==> src/rtl/uart_fifo.sv <==
`default_nettype none
// ============================================================================
//  Module      : uart_fifo
//  Description : Synchronous first-word-fall-through FIFO for the UART
//                controller data paths. It has a registered occupancy counter
//                and optional sticky overflow/underflow flags.
//  Config      : UART_FIFO_ERR_FLAGS_EN - define to enable the sticky
//                overflow_o / underflow_o flags. When it is undefined, both
//                outputs are tied to 0.
//  Revision    : 1.0 - initial release
// ============================================================================
module uart_fifo #(
    parameter int DATA_W    = 8,
    parameter int DEPTH     = 16,
    parameter int ADDR_W    = 4,
    parameter int AFULL_LVL = 12
) (
    input  logic              clk_i,
    input  logic              rst_ni,
    input  logic              clr_i,
    input  logic              push_i,
    input  logic [DATA_W-1:0] push_data_i,
    input  logic              pop_i,
    output logic [DATA_W-1:0] pop_data_o,
    output logic              empty_o,
    output logic              full_o,
    output logic              almost_full_o,
    output logic [ADDR_W:0]   count_o,
    output logic              overflow_o,
    output logic              underflow_o
);

    localparam logic [ADDR_W:0] FULL_CNT  = (ADDR_W+1)'(DEPTH);
    localparam logic [ADDR_W:0] AFULL_CNT = (ADDR_W+1)'(AFULL_LVL);

    logic [DATA_W-1:0] mem [DEPTH];
    logic [ADDR_W-1:0] wr_ptr;
    logic [ADDR_W-1:0] rd_ptr;
    logic [ADDR_W:0]   count;

    logic push_acc;
    logic pop_acc;
    logic push_ok;
    logic pop_ok;

    // Flags come only from the registered count. A push into a full FIFO is
    // legal when a pop frees the head slot on the same edge.
    always_comb begin
        empty_o       = (count == '0);
        full_o        = (count == FULL_CNT);
        almost_full_o = (count >= AFULL_CNT);
        count_o       = count;
        pop_data_o    = mem[rd_ptr];
        pop_acc       = pop_i & ~empty_o;
        push_acc      = push_i & (~full_o | pop_i);
        push_ok       = push_acc & ~clr_i;
        pop_ok        = pop_acc & ~clr_i;
    end

    // Storage array is deliberately not reset; only accepted pushes write it.
    always_ff @(posedge clk_i) begin
        if (push_ok) begin
            mem[wr_ptr] <= push_data_i;
        end
    end

    // Pointers wrap naturally because DEPTH is a power of two. Flush has priority.
    always_ff @(posedge clk_i or negedge rst_ni) begin
        if (!rst_ni) begin
            wr_ptr <= '0;
            rd_ptr <= '0;
            count  <= '0;
        end else if (clr_i) begin
            wr_ptr <= '0;
            rd_ptr <= '0;
            count  <= '0;
        end else begin
            if (push_ok) begin
                wr_ptr <= wr_ptr + 1'b1;
            end
            if (pop_ok) begin
                rd_ptr <= rd_ptr + 1'b1;
            end
            case ({push_ok, pop_ok})
                2'b10:   count <= count + 1'b1;
                2'b01:   count <= count - 1'b1;
                default: count <= count;
            endcase
        end
    end

`ifdef UART_FIFO_ERR_FLAGS_EN
    logic ovf_flag;
    logic unf_flag;

    // Sticky error flags: set on a rejected request, cleared only by flush/reset.
    always_ff @(posedge clk_i or negedge rst_ni) begin
        if (!rst_ni) begin
            ovf_flag <= 1'b0;
            unf_flag <= 1'b0;
        end else if (clr_i) begin
            ovf_flag <= 1'b0;
            unf_flag <= 1'b0;
        end else begin
            if (push_i && !push_acc) begin
                ovf_flag <= 1'b1;
            end
            if (pop_i && !pop_acc) begin
                unf_flag <= 1'b1;
            end
        end
    end

    assign overflow_o  = ovf_flag;
    assign underflow_o = unf_flag;
`else
    assign overflow_o  = 1'b0;
    assign underflow_o = 1'b0;
`endif

endmodule
`default_nettype wire

==> config.mk <==
export PLATFORM = sky130hd
export DESIGN_NAME = uart_fifo
export DESIGN_NICKNAME = d
export VERILOG_FILES = /design/src/rtl/uart_fifo.sv
export SDC_FILE = /design/constraint.sdc
export NUM_CORES = 1
export LEC_CHECK = 0
export ABC_AREA = 1
export BUFFER_PORTS_ARGS = -buffer_cell sky130_fd_sc_hd__buf_2
export CAP_MARGIN = 20
export CORE_UTILIZATION = 50
export CTS_BUF_LIST = sky130_fd_sc_hd__clkbuf_8 sky130_fd_sc_hd__clkbuf_16
export CTS_CLUSTER_SIZE = 16
export DETAILED_ROUTE_END_ITERATION = 16
export MAX_ROUTING_LAYER = met4
export PLACE_DENSITY_LB_ADDON = 0.08
export SYNTH_ARGS = -nofsm -noshare
export SYNTH_HDL_FRONTEND = slang
export SYNTH_SLANG_ARGS = --single-unit
==> constraint.sdc <==
create_clock -name clk_i -period 2.2 [get_ports clk_i]
set_input_delay 0.33 -clock clk_i [delete_from_list [all_inputs] [get_ports clk_i]]
set_output_delay 0.33 -clock clk_i [all_outputs]
set_load 0.005 [all_outputs]
; ---- After elaboration in Yosys (flattened, before gate mapping)
; Memory sizes are Yosys's and may differ from the RTL's.
; Cells that the tools add are included.
[totals]
register_bits = 13
mem_bits_rw = 128
input_bits = 13
output_inout_bits = 18
wordCells = 32
n_memories = 1
[memory_table]
columns = name, words, width, rd, rd_ports_with_merged_regs, wr, line
row1 = mem, 16, 8, 1, 0, 1, 36  ; logic [DATA_W-1:0] mem [DEPTH];
[op_classes]
addsub = 4
n_lt_le_gt_ge = 1
eq_ne = 3
n_mux = 8
n_bitwise = 8
n_reduce_logical = 4
[op_table]
columns = cell, n
row1 = $mux 4, 4
row2 = $pmux 5 s2, 1
row3 = $add 4x1->4 const B, 2
row4 = $add 5x1->5 const B, 1
row5 = $eq 5x5->1 const B, 1
row6 = $ge 5x4->1 const B, 1
row7 = $logic_not 5->1, 1
row8 = $mux 5, 1
row9 = $sub 5x1->5 const B, 1
row10 = $and 1x1->1, 4
row11 = $reduce_bool 2->1, 2
row12 = $not 1->1, 3
row13 = $reduce_bool 3->1, 1
row14 = $eq 2x1->1 const B, 1
row15 = $eq 2x2->1 const B, 1
row16 = $mux 1, 2
row17 = $or 1x1->1, 1

; ---- Longest topological paths before layout
[logic_depth]
ltp_word = 8
depth_mapped = 14
depth_no_buf = 14

; ---- Worst setup path after synthesis
; OpenSTA, ideal clock, no wires.
[synth_timing]
path_type = reg-to-reg
startpoint = register count[3] (netlist: count_o[3])
endpoint = register count[4] (netlist: count_o[4])
setup_ps = 117
arrival_ps = 1796
t_required_ps = 2083
slack_ps = 287
path_stages_with_launch = 14
n_path_buf = 0
synth_period_minus_slack_ps = 1913
path_cell_list = dfrtp_1 > nor2_4 > nand3_4 > nand4_4 > inv_1 > ha_1 > a21oi_1 > nand3_1 > nand2_1 > inv_1 > nand2_1 > nand2_1 > nand3_2 > nand2_1
[synth_via]
elab_chain_cells = 8
word_cells_on_any_way = 16
classes_between = add/sub: 2 / eq/ne: 3 / mux: 2 / bitwise: 7 / reduce/logical: 2
[synth_rtl]
columns = element, line
row1 = "start, declared", 39  ; logic [ADDR_W:0] count;
row2 = "start signal, assigned", 85  ; 2'b10: count <= count + 1'b1;
row3 = "start signal, assigned", 86  ; 2'b01: count <= count - 1'b1;
row4 = "start signal, assigned", 87  ; default: count <= count;
row5 = $eq 5x5->1, 50  ; full_o = (count == FULL_CNT);
row6 = $not 1->1, 55  ; push_acc = push_i & (~full_o | pop_i);
row7 = $or 1x1->1, 55
row8 = $and 1x1->1, 55
row9 = $and 1x1->1, 56  ; push_ok = push_acc & ~clr_i;
row10 = $eq 2x1->1 or $eq 2x2->1 (tied branches), 84  ; case ({push_ok, pop_ok})
row11 = $pmux 5 s2, 84
row12 = $mux 5, 73  ; end else if (clr_i) begin
; Several ways; a longest one is shown, not always the timed one.
; A chain may end at the register's enable or synchronous reset.

; ---- Worst setup path after layout
[layout_timing]
startpoint = register rd_ptr[0]
endpoint = output port pop_data_o[7]
[layout_via]
elab_chain_cells = 1
[layout_rtl]
columns = element, line
row1 = "start, declared", 38  ; logic [ADDR_W-1:0] rd_ptr;
row2 = "start signal, assigned", 82  ; rd_ptr <= rd_ptr + 1'b1;
row3 = $mem_v2 16x8, --
row4 = "end, declared", 24  ; output logic [DATA_W-1:0] pop_data_o,
; No other way between the ends.

==> impl_metrics.py <==
metrics = {
    "status": {
        "status": "finished, violations left",
        "violations": "setup timing",
    },
    "floorplan": {
        "die_x_um": 112,
        "start_util_pct": 52.3,
        "placementRows": 39,
        "die_h_um": 112,
        "ios": 31,
        "dieArea_sq_um": 12600,
        "coreArea_sq_um": 11700,
    },
    "clocking": {
        "clock_sinks": 141,
        "clk_pin_slew_ps": 60,
        "htreeDepth": 4,
        "clk_path_buf_depth": 2,
        "clockRootBuffer": "clkbuf_16",
        "clk_latency_ps": 410,
        "cts_buffers": 17,
        "cts_tree": "yes",
    },
    "critical_path": {
        "cpLargestDelayFamily": "buffers and inverters",
        "reg2reg_depth": 13,
        "slowest_delay_ps": 430,
        "critical-path-slowest-cell": "dfrtp_2",
        "critical_path_class": "reg2out",
        "critPathLaunchType": "flop",
        "worstPathArrival_ps": 2010,
        "path_cells": "clkinv_4 -> buf_12 -> buf_12 -> nor2_4 -> nor2_1 -> o21ai_1 -> o211ai_1 -> o211ai_1 -> nand2_1 -> buf_2",
        "crit_buf_inv": 4,
        "crit_fanout": 5,
        "rrSetupSlack_ps": 150,
        "required_ps": 1870,
        "critical_path_depth": 10,
        "end_kind": "output pin",
    },
    "timing": {
        "fmax_mhz": 428,
        "setup_viol": 8,
        "rsz0062_at_grt": "yes",
        "fin_skew_ps": 4.61,
        "post-route-min-period_ps": 2340,
        "finalHoldViolations": 0,
        "fin_tns_setup_ps": -526,
        "setup_ws_ps": -139,
        "slew_viol_final": 0,
        "fin_crit_sh_pct": 106,
        "holdWs_ps": 238,
    },
    "power": {
        "vdd_drop_max_mv": 0.793,
        "p_leak_nw": 2.86,
        "swShare_pct": 30.5,
        "finalPower_mw": 9.01,
        "p_clk_share_pct": 32.2,
        "powerDensity_nw_per_um2": 1170,
        "combPwrFrac_pct": 33.3,
        "seqPwrFrac_pct": 34.5,
        "p_switching_mw": 2.75,
        "p_int_mw": 6.26,
    },
    "hold_path": {
        "hp-class": "in2reg",
        "hold_depth": 4,
    },
    "synth": {
        "yosysSeqAreaShare_pct": 68.4,
        "yosysWarningCount": 0,
        "synth.area.top_cells": "edfxtp_1 (63%), dfrtp_1 (5.3%), nor2_1 (5.2%), o21ai_0 (5.1%), nand2_1 (3.1%)",
        "synth_top_area_share_pct": 63.0,
        "synth_top_cell_by_area": "edfxtp_1",
        "synthesis.area_sq_um": 6100,
        "synthDistinctLibCells": 35,
        "ys_seq_elements": 141,
        "avgSynthCellArea_sq_um": 12.1,
        "synthCells": 503,
    },
    "global_route": {
        "grtUsageTotal_pct": 26.7,
        "grt_max_degree": 31,
        "grt_overflow": 0,
        "grt_pass1_vias": 4151,
        "antenna_found_initial": 0,
        "grt_pass1_wl_um": 23500,
    },
    "detailed_routing": {
        "drcViolationCount": 0,
        "wire_per_inst_um": 20.6,
        "vias_per_cell": 5.68,
        "dr.pass1.iters": 4,
        "drt_wl_total_um": 15300,
        "vias": 4201,
        "antenna_left": 0,
        "drt_iter0_markers": 369,
    },
    "place": {
        "gp_congestion": 0.845,
        "post-place-cells": 682,
        "portBuffers": 28,
        "dp_hpwl_um": 9170,
        "pre_cts_slack_ps": 80.9,
        "postPlaceCellArea_sq_um": 6530,
    },
    "finish": {
        "drive_gt1_share_pct": 29.4,
        "mostFrequentLayoutCell": "edfxtp_1",
        "final-instance-count-excl-fill": 739,
        "final_cell_mix": "edfxtp_1 (128), nor2_1 (64), nand2_1 (49)",
        "area_delta_synth_final_pct": 26.1,
        "fillers": 860,
        "diodes": 0,
        "fin_nets": 605,
        "fin_area_sq_um": 7690,
        "utilization_pct": 65.9,
    },
    "run": {
        "maxCapViolCount": 0,
    },
}
## state kept, by name, summed over array words and instances (netlist names)
register and flops:
rd_ptr 4, wr_ptr 4, count_o 5, mem 128
## layout make-up
cell class	count	area [sq um]	area share [%]
Sequential cell	141	4180	54.3
Clock buffer	17	425	5.53
Multi-Input combinational cell	305	1770	23.0
Timing Repair Buffer	87	835	10.9
Inverter	31	121	1.58
Clock inverter	15	179	2.33
Tap cell	143	179	2.33
## synthesized netlist by cell type
library cell,n
buf_2,12
fa_1,1
xor2_1,1
o211ai_2,1
clkbuf_2,1
ha_1,8
a21oi_1,13
nand2_1,50
xnor2_1,1
clkinv_1,2
inv_1,24
nand3_4,1
nand3b_1,1
nor2_2,1
o22ai_1,8
nand4_2,1
dfrtp_1,13
inv_2,5
nand3_1,15
o21ai_1,4
o21ai_0,62
nor2_4,2
o21ai_2,1
o211ai_1,22
nand4_4,1
edfxtp_1,128
nor2_1,84
clkbuf_1,2
nand4_1,16
conb_1,1
buf_6,6
nor3_1,2
buf_4,6
nand2_4,6
nand3_2,1
## cell families (layout without fill, tap and decap cells)
family | count (synthesis) | after routing | share of synthesized area, %
XOR/XNOR | 2 | 2 | 0.287
AO/OA/AOI/OAI | 111 | 111 | 10.4
flip-flops | 141 | 141 | 68.4
other | 1 | 2 | 0.0615
adder cells (fa/ha/maj) | 9 | 9 | 1.97
buffers and inverters | 58 | 150 | 4.95
AND/OR/NAND/NOR | 181 | 181 | 14.0
## layer usage
metal  wire length [um]  global-route usage [%]  vias to the layer above  part of all wire, %
met5                  0                       -                        -                    0
met4                178                    8.53                        0                  1.2
met3                864                    5.89                       15                  5.7
met2               7480                    41.4                      158                   49
met1               6730                    35.4                     2058                   44
li1                   -                       -                     1970                    -
## worst register-to-register path, cell delays in order, from the launching register on
cell	delay [ps]
dfrtp_2	450
nor2_4	170
nand3_4	120
nand4_4	120
inv_1	110
ha_1	340
a21oi_2	190
nand3_1	100
nand2_1	100
inv_1	40
nand2_1	50
nand2_1	60
nand3_2	50
nand2_1	40
## power by group through the flow
stage	logic, mW	registers, mW	clock network, mW
6_report	3.00	3.11	2.90
5_1_grt	3.24	3.12	3.04
4_1_cts	2.72	3.11	2.94
3_5_place_dp	2.01	3.15	0
3_3_place_gp	1.99	3.14	0
2_1_floorplan	1.35	3.13	0
## path summary, 6_finish.rpt
check / startpoint / end
setup / recovery: rd_ptr[0] / pop_data_o[7]
hold / removal: clr_i / count_o[3]
setup reg to reg: count_o[3] / count_o[4]
hold reg to reg: wr_ptr[2] / wr_ptr[2]
max in group asynchronous: rst_ni / rd_ptr[0]
min in group asynchronous: rst_ni / count_o[3]
## timing repair
action | 4_1_cts | 5_1_grt
hold buffers | 1 | 0
pin swaps | 24 | 30
cloned | 6 | 1
buffers inserted | 6 | 14
hold endpoints to repair | 13 | 0
endpoints found under the setup margin | 8 | 9
resized for setup | 41 | 49
Note: power is estimated with default switching activity, not from simulation.
